$ cat config.mk
export PLATFORM = sky130hd
export DESIGN_NAME = seq_mult
export DESIGN_NICKNAME = d
export VERILOG_FILES = /design/src/rtl/seq_mult_pkg.sv /design/src/rtl/seq_mult_sign.sv /design/src/rtl/seq_mult.sv
export SDC_FILE = /design/constraint.sdc
export NUM_CORES = 1
export LEC_CHECK = 0
export BUFFER_PORTS_ARGS = -buffer_cell sky130_fd_sc_hd__buf_2
export CORE_UTILIZATION = 65
export CTS_BUF_LIST = sky130_fd_sc_hd__clkbuf_4 sky130_fd_sc_hd__clkbuf_8
export CTS_CLUSTER_SIZE = 28
export DETAILED_ROUTE_END_ITERATION = 10
export GPL_ROUTABILITY_DRIVEN = 0
export PLACE_DENSITY = 0.86
export SKIP_LAST_GASP = 1
export SYNTH_ARGS = -nofsm -noshare
export SYNTH_HDL_FRONTEND = slang
export SYNTH_SLANG_ARGS = --single-unit
$ cat constraint.sdc
create_clock -name clk -period 7.1 [get_ports clk]
set_input_delay 1.42 -clock clk [delete_from_list [all_inputs] [get_ports clk]]
set_output_delay 1.42 -clock clk [all_outputs]
set_load 0.05 [all_outputs]
$ cat src/rtl/seq_mult_pkg.sv
// Shared types and defaults for the sequential shift-add multiplier.
package seq_mult_pkg;

    localparam int SEQ_MULT_WIDTH = 8;

    typedef enum logic [1:0] {
        S_IDLE = 2'd0,
        S_BUSY = 2'd1,
        S_DONE = 2'd2
    } seq_mult_state_e;

endpackage

$ cat src/rtl/seq_mult_sign.sv
// Two's-complement conditional negate; used for operand magnitude and result sign.
module seq_mult_sign #(
    parameter int W = 8
) (
    input  logic [W-1:0] a,
    input  logic         neg,
    output logic [W-1:0] y
);

    assign y = neg ? (~a + W'(1)) : a;

endmodule

$ cat src/rtl/seq_mult.sv
// Radix-2 sequential multiplier, signed/unsigned, valid/ready on both sides.
// Optional accumulate mode (p += product) enabled by defining SEQ_MULT_ACC_EN.
module seq_mult
    import seq_mult_pkg::*;
#(
    parameter int WIDTH = SEQ_MULT_WIDTH
) (
    input  logic               clk,
    input  logic               rst_n,
    input  logic               in_valid,
    output logic               in_ready,
    input  logic [WIDTH-1:0]   x,
    input  logic [WIDTH-1:0]   y,
    input  logic               is_signed,
`ifdef SEQ_MULT_ACC_EN
    input  logic               acc,
`endif
    output logic               out_valid,
    input  logic               out_ready,
    output logic [2*WIDTH-1:0] p
);

    localparam int PW = 2 * WIDTH;
    localparam int CW = $clog2(WIDTH);

    seq_mult_state_e state;
    logic [PW-1:0]    mcand;
    logic [WIDTH-1:0] mplier;
    logic [PW-1:0]    part;
    logic [CW-1:0]    cnt;
    logic             neg;
`ifdef SEQ_MULT_ACC_EN
    logic             acc_q;
`endif

    logic [WIDTH-1:0] xmag, ymag;
    logic [PW-1:0]    sum, res, nxt_p;
    logic             last;

    // Magnitudes of the most-negative value still fit in WIDTH unsigned bits.
    seq_mult_sign #(.W(WIDTH)) u_xabs (.a(x), .neg(is_signed & x[WIDTH-1]), .y(xmag));
    seq_mult_sign #(.W(WIDTH)) u_yabs (.a(y), .neg(is_signed & y[WIDTH-1]), .y(ymag));
    seq_mult_sign #(.W(PW))    u_res  (.a(sum), .neg(neg), .y(res));

    assign sum  = part + (mplier[0] ? mcand : '0);
    assign last = (cnt == CW'(WIDTH - 1));
`ifdef SEQ_MULT_ACC_EN
    assign nxt_p = acc_q ? (p + res) : res;
`else
    assign nxt_p = res;
`endif

    assign in_ready  = (state == S_IDLE);
    assign out_valid = (state == S_DONE);

    always_ff @(posedge clk or negedge rst_n) begin
        if (!rst_n) begin
            state  <= S_IDLE;
            mcand  <= '0;
            mplier <= '0;
            part   <= '0;
            cnt    <= '0;
            neg    <= 1'b0;
            p      <= '0;
`ifdef SEQ_MULT_ACC_EN
            acc_q  <= 1'b0;
`endif
        end else begin
            case (state)
                S_IDLE: begin
                    if (in_valid) begin
                        mcand  <= {{WIDTH{1'b0}}, xmag};
                        mplier <= ymag;
                        part   <= '0;
                        cnt    <= '0;
                        neg    <= is_signed & (x[WIDTH-1] ^ y[WIDTH-1]);
`ifdef SEQ_MULT_ACC_EN
                        acc_q  <= acc;
`endif
                        state  <= S_BUSY;
                    end
                end
                S_BUSY: begin
                    part   <= sum;
                    mcand  <= mcand << 1;
                    mplier <= mplier >> 1;
                    cnt    <= cnt + CW'(1);
                    if (last) begin
                        p     <= nxt_p;
                        state <= S_DONE;
                    end
                end
                S_DONE: begin
                    if (out_ready) state <= S_IDLE;
                end
                default: state <= S_IDLE;
            endcase
        end
    end

endmodule

==> results.yml, run 1 <==
logic_synthesis:
  synthTopCellsByArea: "dfrtp_1 (40%), o21ai_0 (7.8%), ha_1 (6.5%)"
  synth_top_cells_by_count: "nand2_1 (65), dfrtp_1 (62), o21ai_0 (60)"
  synth_compound_area_share_pct: 19.3
  synthMuxAreaShare_pct: 1.34
  syn_area_per_cell_um2: 8.97
  yosys.cell_types.count: 47
  synthAdderAreaFrac_pct: 7.04
  synth_area_um2: 3840
  yosys.cell_count.top_type: "nand2_1"
  synthArstFlopShare_pct: 100
  syn_inst: 428
  synth_top_family_by_area: "compound AO/OA/AOI/OAI gates"
  synth_edf_count: 0
  synthFlopType: "dfrtp_1"
  synth_fp_nets: 470
  synth_xor_xnor_area_share_pct: 9.62
  ys_ff_latch: 62
  yosysSeqAreaShare_pct: 40.4
  synth_largest_area_cell: "dfrtp_1"
  yosys_warnings: 0
  yosysTopAreaCellShare_pct: 40.4
  synth-simple-area-share_pct: 18.9
sta:
  setup_viol: 0
  finalSetupTns_ps: 0
  worstMarginPinSlew_ps: 974
  slew_headroom_pct: 34.9
  hold_violations: 0
  fin_skew_ps: 9.26
  rsz0062_at_grt: "no"
  slew_violations: 0
  finalCritPeriodShare_pct: 48.5
  fmax_mhz: 290
  period_needed_ps: 3450
cts:
  numCtsBuffers: 9
  cts_tree: "built"
  clk_pin_slew_worst_paths_ps: 70
  clk_path_buf_depth: 2
  root_buffer: "clkbuf_8"
  cts_resized: 0
  cts_htree_levels: 3
  postCtsSetupRepairBufs: 0
  clk_latency_ps: 360
  cts_sinks: 62
  postCtsHoldBufs: 0
power:
  power.total_mw: 2.06
  ir_drop_v: 0.000291
  p_per_area_nw_per_um2: 485
  cellLeakagePower_nw: 1.96
routing:
  avgViaCountPerCell: 5.94
  drt-initial-drc-count: 302
  ant_nets: 0
  routed-via-count: 3182
  wl_per_cell_um: 14.4
  drc: 0
  wl_um: 7700
  drt_first_pass_iters: 5
worst_setup_path:
  cp-end-kind: "flop"
  path_class: "reg -> reg"
  slowest_stage: "dfrtp_1"
  start_kind: "flop"
  path_cells: "and2_1 > ha_1 > fa_1 > a211oi_4 > o211ai_1 > nand2_1 > xor2_1 > and3_1 > nand4_1 > o41ai_2 > xnor2_1 > o21ai_1"
  slowest_delay_ps: 530
  critPathMaxFanout: 17
  critical_path.top_delay_family: "compound AO/OA/AOI/OAI gates"
  arrival_ps: 3660
  path_buf_inv: 0
  cp.required_ps: 7310
finish:
  nNetsFinal: 501
  syn2layout_area_growth_pct: 10.8
  drive_gt1_share_pct: 15.3
  final_core_util_pct: 75.8
  finish.instance_area_um2: 4250
  diodes: 0
  fill_cells: 407
  stdcell_count: 536
floorplanning:
  ios: 39
  start_util_pct: 68.5
  die_area_um2: 6220
  fp.dieH_um: 78.9
  std_cell_rows: 27
  coreArea_um2: 5610
  die_w_um: 78.9
global_routing:
  antenna_found_initial: 0
  grt_max_degree: 63
  first_global_vias: 3088
  grt_overflow: 0
  grt_first_pass_wirelength_um: 13500
  track_usage_pct: 28.0
placed_design:
  port_buffers: 38
  dp_cells: 520
  hpwl_um: 5440
  placed_cell_area_um2: 4050
flow_run:
  cap_violations: 0
run_status:
  status: "finished, final reports clean"
worst_hold_path:
  hp-class: "reg -> reg"
[report_power, final]
group          switching (mW)  internal [mW]
logic                   0.731          0.404
clock network           0.152          0.162
registers               0.109          0.505
total                   0.992           1.07
[per-layer routing]
metal / global-route usage, % / wire (um)
met4: 13.3 / 127
met5: 0 / 0
met2: 46.7 / 3620
met3: 5.17 / 316
met1: 35.2 / 3630
[placed cells by master (no fill, tap or decap), types with 2 or more instances in the layout]
cell	n
nor2b_1	2
nor2_1	18
ha_1	20
clkinvlp_4	3
a21o_1	3
o41ai_2	2
or2_2	2
nor3_1	3
inv_1	9
xor2_1	15
a31oi_1	5
nand2_1	65
mux2i_1	4
dfrtp_1	62
buf_2	38
o21ai_0	60
o21ai_1	6
a211oi_1	3
a21oi_1	9
nand2b_1	7
and2_1	17
nand4_1	6
xnor2_1	24
clkinv_4	2
o31ai_1	3
a22o_1	2
a22oi_1	13
clkbuf_8	9
or3_1	2
nand3_1	23
buf_4	4
o211ai_1	4
[path summary, 6_finish.rpt]
| check | startpoint | slack [ps] | end | depth (start not counted) |
|---|---|---|---|---|
| max | mplier[0] | 3650 | p[15] | 12 |
| min | p[7] | 470 | p[7] | 2 |
| max reg2reg | mplier[0] | 3650 | p[15] | 12 |
| min reg2reg | p[7] | 470 | p[7] | 2 |
| max in group asynchronous | rst_n | 5370 | p[1] | 2 |
| min in group asynchronous | rst_n | 1210 | p[3] | 2 |
[worst reg2reg max path, stage by stage, from the launching register on]
cell and delay (ps):
dfrtp_1 530, and2_1 230, ha_1 220, fa_1 460, a211oi_4 300, o211ai_1 170
nand2_1 120, xor2_1 310, and3_1 250, nand4_1 150, o41ai_2 300, xnor2_1 170
o21ai_1 80
[sequential cells by signal (all words and copies together), names as in the netlist]
register / count
cnt: 3
mcand: 16
mplier: 8
neg: 1
p: 16
part: 16
state: 2
[area by class of cell]
class                   instances  area (um2)  area share [%]
multi-input cells             335        2160            50.7
flip-flops and latches         62        1550            36.5
repair buffers                 42         220            5.18
clock buffers                   9         124            2.91
well taps                      72        90.1            2.12
clock inverters                 7        75.1            1.77
inverters                       9        33.8           0.795
[kinds of logic after synthesis]
group | Yosys count
simple gates | 152
compound gates | 117
fa+ha+maj | 21
xor+xnor | 40
flops | 62
mux | 5
buf+inv | 31
[per-stage QoR]
stage / setup WS, ps / hold WS [ps]
floorplan: 4040 / 456
global placement: 3870 / 456
detailed placement: 3740 / 465
CTS: 3660 / 480
global route: 3380 / 500
finish: 3650 / 474
Power figures use the tool's default switching activity.
==> run 2: changes to the inputs <==
CORE_UTILIZATION = 61   (was 65)
PLACE_DENSITY = 0.81   (was 0.86)
clock period = 3.26 ns   (was 7.1 ns; I/O delays follow)
==> run 2 against run 1 <==
The flow now finishes with violations (setup timing). Sequential power up 120%. Global-route usage down 1.8 points. Routed wire length up 6.9%. First-iteration DRC count down 22%. Sequential share of layout area down 2.3 points. Clock skew down 2.3 ps. Maximum frequency up 4.9%. Setup slack worse by 3700 ps.
==> results.yml, run 2 (synthesized netlist as in run 1, its figures left out) <==
run_status:
  status: "finished, violations left"
  violations: "setup timing"
worst_hold_path:
  hp-class: "in -> async"
worst_setup_path:
  arrival_ps: 3480
  rrSetupSlack_ps: -30
  path_class: "reg -> reg"
  critical_path.top_delay_family: "compound AO/OA/AOI/OAI gates"
  start_kind: "flop"
  slowest_delay_ps: 410
  cp-end-kind: "flop"
  path_buf_inv: 1
  critPathMaxFanout: 15
  crit_top_cell: "o21ai_1"
  cp.required_ps: 3450
  path_cells: "buf_4 > and2_1 > ha_2 > a21oi_1 > o21ai_1 > or3_1 > o21ai_1 > xor2_1 > nand4_1 > o41ai_2 > xnor2_1 > o21ai_1"
  slowest_stage: "o41ai_2"
routing:
  route.met2.wl_um: 3940
  drt_first_pass_iters: 5
  wl_met1_um: 3680
  ant_nets: 0
  drc: 0
  wl_um: 8230
  highest_layer: "met4"
  wl_per_cell_um: 14.8
  wl_met3_um: 486
  routed-via-count: 3281
  drt-initial-drc-count: 236
  avgViaCountPerCell: 5.92
power:
  cellLeakagePower_nw: 2.05
  combinationalPowerShare_pct: 57.7
  clkPwrFrac_pct: 15.3
  ir_drop_v: 0.000667
  power.total_mw: 4.96
  switching_share_pct: 45.6
  p_per_area_nw_per_um2: 1090
  p_int_mw: 2.70
  p_switching_mw: 2.26
  pwr-share-seq_pct: 27.0
cts:
  cts_htree_levels: 3
  root_buffer: "clkbuf_8"
  clk_pin_slew_worst_paths_ps: 70
  clk_path_buf_depth: 2
  cts_sinks: 62
  cts_tree: "built"
  clk_latency_ps: 340
  numCtsBuffers: 9
  postCtsHoldBufs: 0
sta:
  setup_viol: 1
  postLayoutSetupSlackWorst_ps: -26.0
  fmax_mhz: 304
  timing.hold.ws_ps: 315
  finalCritPeriodShare_pct: 101
  hold_violations: 0
  period_needed_ps: 3290
  fin_skew_ps: 6.96
  finalSetupTns_ps: -26.0
  worstMarginPinSlew_ps: 959
  slew_headroom_pct: 35.9
  slew_violations: 0
  rsz0062_at_grt: "yes"
floorplanning:
  start_util_pct: 64.1
  ios: 39
  std_cell_rows: 28
  coreArea_um2: 5990
  die_w_um: 81.3
  fp.dieH_um: 81.3
  die_area_um2: 6610
global_routing:
  grt_max_degree: 37
  grt_first_pass_wirelength_um: 13100
  first_global_vias: 2939
  track_usage_pct: 26.2
  grt_overflow: 0
  antenna_found_initial: 0
finish:
  nNetsFinal: 517
  largestRegisters: "mcand x16, p x16, part x16"
  syn2layout_area_growth_pct: 18.1
  drive_gt1_share_pct: 21.9
  stdcell_count: 554
  diodes: 0
  final_common_cell: "nand2_1"
  final_cell_mix: "nand2_1 (65), dfrtp_1 (62), o21ai_0 (57)"
placed_design:
  hpwl_um: 5580
  dp_cells: 527
  port_buffers: 38
flow_run:
  cap_violations: 0
## run 2: final timing paths
| path | from | end | depth (start not counted) |
|---|---|---|---|
| min | rst_n | p[0] | 2 |
| max in group asynchronous | rst_n | cnt[0] | 2 |
| min in group clk | p[4] | p[4] | 2 |
| max reg2reg | mplier[0] | p[15] | 12 |
| max | mplier[0] | p[15] | 12 |
| min reg2reg | p[4] | p[4] | 2 |
## run 2: cell type report
cell class	instances	area, um2
Clock buffer	11	151
Clock inverter	4	70.1
Fill cell	416	1460
Inverter	9	33.8
Multi-Input combinational cell	335	2290
Sequential cell	62	1550
Tap cell	75	93.8
Timing Repair Buffer	58	340
## run 2: routing by layer
metal / up-vias / GRT usage (%)
met5: - / 0
met4: 0 / 6.96
met3: 16 / 6.97
met2: 121 / 44.8
met1: 1553 / 32.5
li1: 1591 / -
## run 2: power by group through the flow
stage	Sequential, mW	Combinational, mW	Clock [mW]
2_1_floorplan	1.55	1.75	0
3_3_place_gp	1.32	2.44	0
3_5_place_dp	1.33	2.53	0
4_1_cts	1.32	2.55	0.768
5_1_grt	1.39	3.14	0.803
6_report	1.34	2.86	0.758
## run 2: repair_timing
item,CTS,global route
pin swaps,0,18
setup endpoints to repair,2,4
setup buffers,0,12
gates resized for setup,1,27
gates cloned,0,0
## run 2: metrics by stage
step | setup WS (ps) | util [%] | instance area (um2)
after floorplan | 204 | - | 3840
after global placement | 213 | 68.2 | 4090
after detailed placement | 32.9 | 68.2 | 4090
after CTS | 17.3 | 72.0 | 4320
after global routing | -192 | 75.7 | 4530
final | -26.0 | 75.7 | 4530
==> run 3: changes to the inputs <==
ABC_AREA = 1   (was default)
CORE_UTILIZATION = 62   (was 61)
PLACE_DENSITY = 0.82   (was 0.81)
==> run 3 against run 2 <==
The flow now finishes without violations. First-iteration DRC count up 72%. Critical path depth up 3. Largest power group unchanged. Sequential power about the same. Register-to-register slack improved by 430 ps. Non-clock buffer count shrank 17. Synthesized area increased by 13%. Flip-flop and latch count is the same. Clock-buffer cell count fell by 2. Maximum frequency grew 15%. Highest routed layer unchanged.
==> results.yml, run 3 <==
cts:
  clk_latency_ps: 360
  clk_path_buf_depth: 2
  cts_sinks: 62
  root_buffer: "clkbuf_8"
  cts_resized: 0
  numCtsBuffers: 9
  clk_pin_slew_worst_paths_ps: 80
  cts_htree_levels: 3
  postCtsHoldBufs: 0
  postCtsSetupRepairBufs: 0
  cts_tree: "built"
sta:
  slew_violations: 0
  finalSetupTns_ps: 0
  slew_headroom_pct: 35.5
  worstMarginPinSlew_ps: 967
  setup_viol: 0
  fin_skew_ps: 11.5
  rsz0062_at_grt: "no"
  hold_violations: 0
  fmax_mhz: 350
  period_needed_ps: 2860
  finalCritPeriodShare_pct: 87.6
finish:
  nNetsFinal: 704
  largestRegisters: "mcand x16, p x16, part x16"
  stdcell_count: 747
  syn2layout_area_growth_pct: 10.6
  final_cell_mix: "nand2_1 (205), inv_1 (87), dfrtp_1 (62)"
  drive_gt1_share_pct: 14.1
  final_common_cell: "nand2_1"
  diodes: 0
worst_setup_path:
  start_kind: "flop"
  cp-end-kind: "flop"
  arrival_ps: 3110
  rrSetupSlack_ps: 400
  path_cells: "nand2_1 > inv_1 > ha_1 > fa_1 > or2_1 > a21oi_1 > nand2_1 > nor2_1 > nand3_1 > nor2_2 > nand2_1 > nand2_1 > nand3_1 > nand3_1 > nand2_1"
  path_buf_inv: 1
  crit_top_cell: "nand2_1"
  critPathMaxFanout: 17
  path_class: "reg -> reg"
  slowest_delay_ps: 560
  critical_path.top_delay_family: "simple AND/OR/NAND/NOR gates"
  cp.required_ps: 3510
  slowest_stage: "dfrtp_1"
floorplanning:
  die_w_um: 85.6
  ios: 39
  coreArea_um2: 6760
  std_cell_rows: 30
  fp.dieH_um: 85.6
  start_util_pct: 64.2
  die_area_um2: 7330
placed_design:
  dp_cells: 731
  port_buffers: 38
  hpwl_um: 7840
global_routing:
  track_usage_pct: 30.9
  grt_overflow: 0
  grt_max_degree: 44
  antenna_found_initial: 0
  grt_first_pass_wirelength_um: 17700
  first_global_vias: 3829
power:
  power.total_mw: 5.25
  ir_drop_v: 0.000703
  p_int_mw: 2.50
  clkPwrFrac_pct: 14.7
  pwr-share-seq_pct: 25.9
  combinationalPowerShare_pct: 59.4
  p_switching_mw: 2.75
  cellLeakagePower_nw: 2.67
  p_per_area_nw_per_um2: 1090
  switching_share_pct: 52.3
flow_run:
  cap_violations: 0
logic_synthesis:
  yosys.cell_count.top_type: "nand2_1"
  yosys.cell_types.count: 36
  syn_area_per_cell_um2: 6.95
  synth_edf_count: 0
  ys_ff_latch: 62
  synthFlopType: "dfrtp_1"
  syn_inst: 624
  synth_area_um2: 4340
  yosysSeqAreaShare_pct: 35.8
  yosys_warnings: 0
  yosysTopAreaCellShare_pct: 35.8
  synthArstFlopShare_pct: 100
  synth_fp_nets: 666
  synth_largest_area_cell: "dfrtp_1"
  synthTopCellsByArea: "dfrtp_1 (36%), nand2_1 (18%), inv_1 (7.5%)"
  synth_top_cells_by_count: "nand2_1 (205), inv_1 (87), dfrtp_1 (62)"
routing:
  highest_layer: "met4"
  routed-via-count: 4178
  drt_first_pass_iters: 6
  route.met2.wl_um: 5000
  ant_nets: 0
  avgViaCountPerCell: 5.59
  wl_met1_um: 4550
  wl_um: 10600
  drt-initial-drc-count: 406
  wl_per_cell_um: 14.2
  drc: 0
  wl_met3_um: 751
worst_hold_path:
  hp-class: "in -> async"
run_status:
  status: "finished, final reports clean"
==> run 3: cell count changes in the layout (fill, tap and decap cells not counted), sizes merged, moves of 6 or more <==
cell | previous run | this run
nand2 | 65 | 226
inv | 9 | 92
nor2 | 18 | 48
nand3 | 23 | 46
o21ai | 66 | 44
buf | 58 | 41
xnor2 | 24 | 7
and2 | 18 | 3
o22ai | 0 | 9
nand2b | 7 | 0
xor2 | 16 | 10
==> run 3: per-stage QoR <==
step | hold slack (ps) | utilization, % | instance area (um2) | worst slack, ps
2_1_floorplan | 356 | - | 4340 | 544
3_3_place_gp | 458 | 67.7 | 4580 | 552
3_5_place_dp | 460 | 67.7 | 4580 | 451
4_1_cts | 241 | 71.0 | 4800 | 433
5_1_grt | 257 | 71.0 | 4800 | 152
6_report | 234 | 71.0 | 4800 | 405
==> run 3: worst paths after layout <==
| kind | startpoint | endpoint | depth (start not counted) |
|---|---|---|---|
| worst max-delay path | mplier[0] | p[15] | 15 |
| worst min-delay path | rst_n | p[13] | 1 |
| worst max register to register | mplier[0] | p[15] | 15 |
| worst min register to register | p[4] | p[4] | 2 |
| max in group asynchronous | rst_n | mcand[4] | 2 |
| min in group clk | out_ready | state[1] | 2 |
==> run 3: power by group through the flow <==
stage                     clock, mW  combinational [mW]  sequential, mW
after global placement            0                2.95            1.35
after detailed placement          0                3.04            1.36
after global routing          0.805                3.44            1.40
after floorplan                   0                2.14            1.56
after CTS                     0.778                3.07            1.35
final                         0.772                3.12            1.36
==> run 3: area by class of cell <==
type                            instances  area (um2)
Clock buffer                            9         124
Clock inverter                          7        97.6
Fill cell                             562        1960
Inverter                               91         342
Multi-Input combinational cell        457        2370
Sequential cell                        62        1550
Tap cell                               80         100
Timing Repair Buffer                   41         213
==> run 3: metal layers <==
metal	vias to the layer above	GRT usage [%]
met5	-	0
met4	0	11.7
met3	37	4.23
met2	197	51.2
met1	1876	41.5
li1	2068	-
==> run 3: worst reg2reg max path: cells and delay by family (launching register included) <==
| family | cells | cell delay [ps] |
|---|---|---|
| adder cells (fa/ha/maj) | 2 | 650 |
| buffers and inverters | 1 | 50 |
| flip-flops | 1 | 560 |
| AO/OA/AOI/OAI | 1 | 210 |
| AND/OR/NAND/NOR | 11 | 1290 |
==> run 3: logic make-up after synthesis <==
logic type      Yosys count  share of synthesized area (%)
xor+xnor                 17                           3.43
compound gates           82                           10.9
flops                    62                           35.8
simple gates            337                           34.0
buf+inv                 105                           9.61
fa+ha+maj                21                           6.23
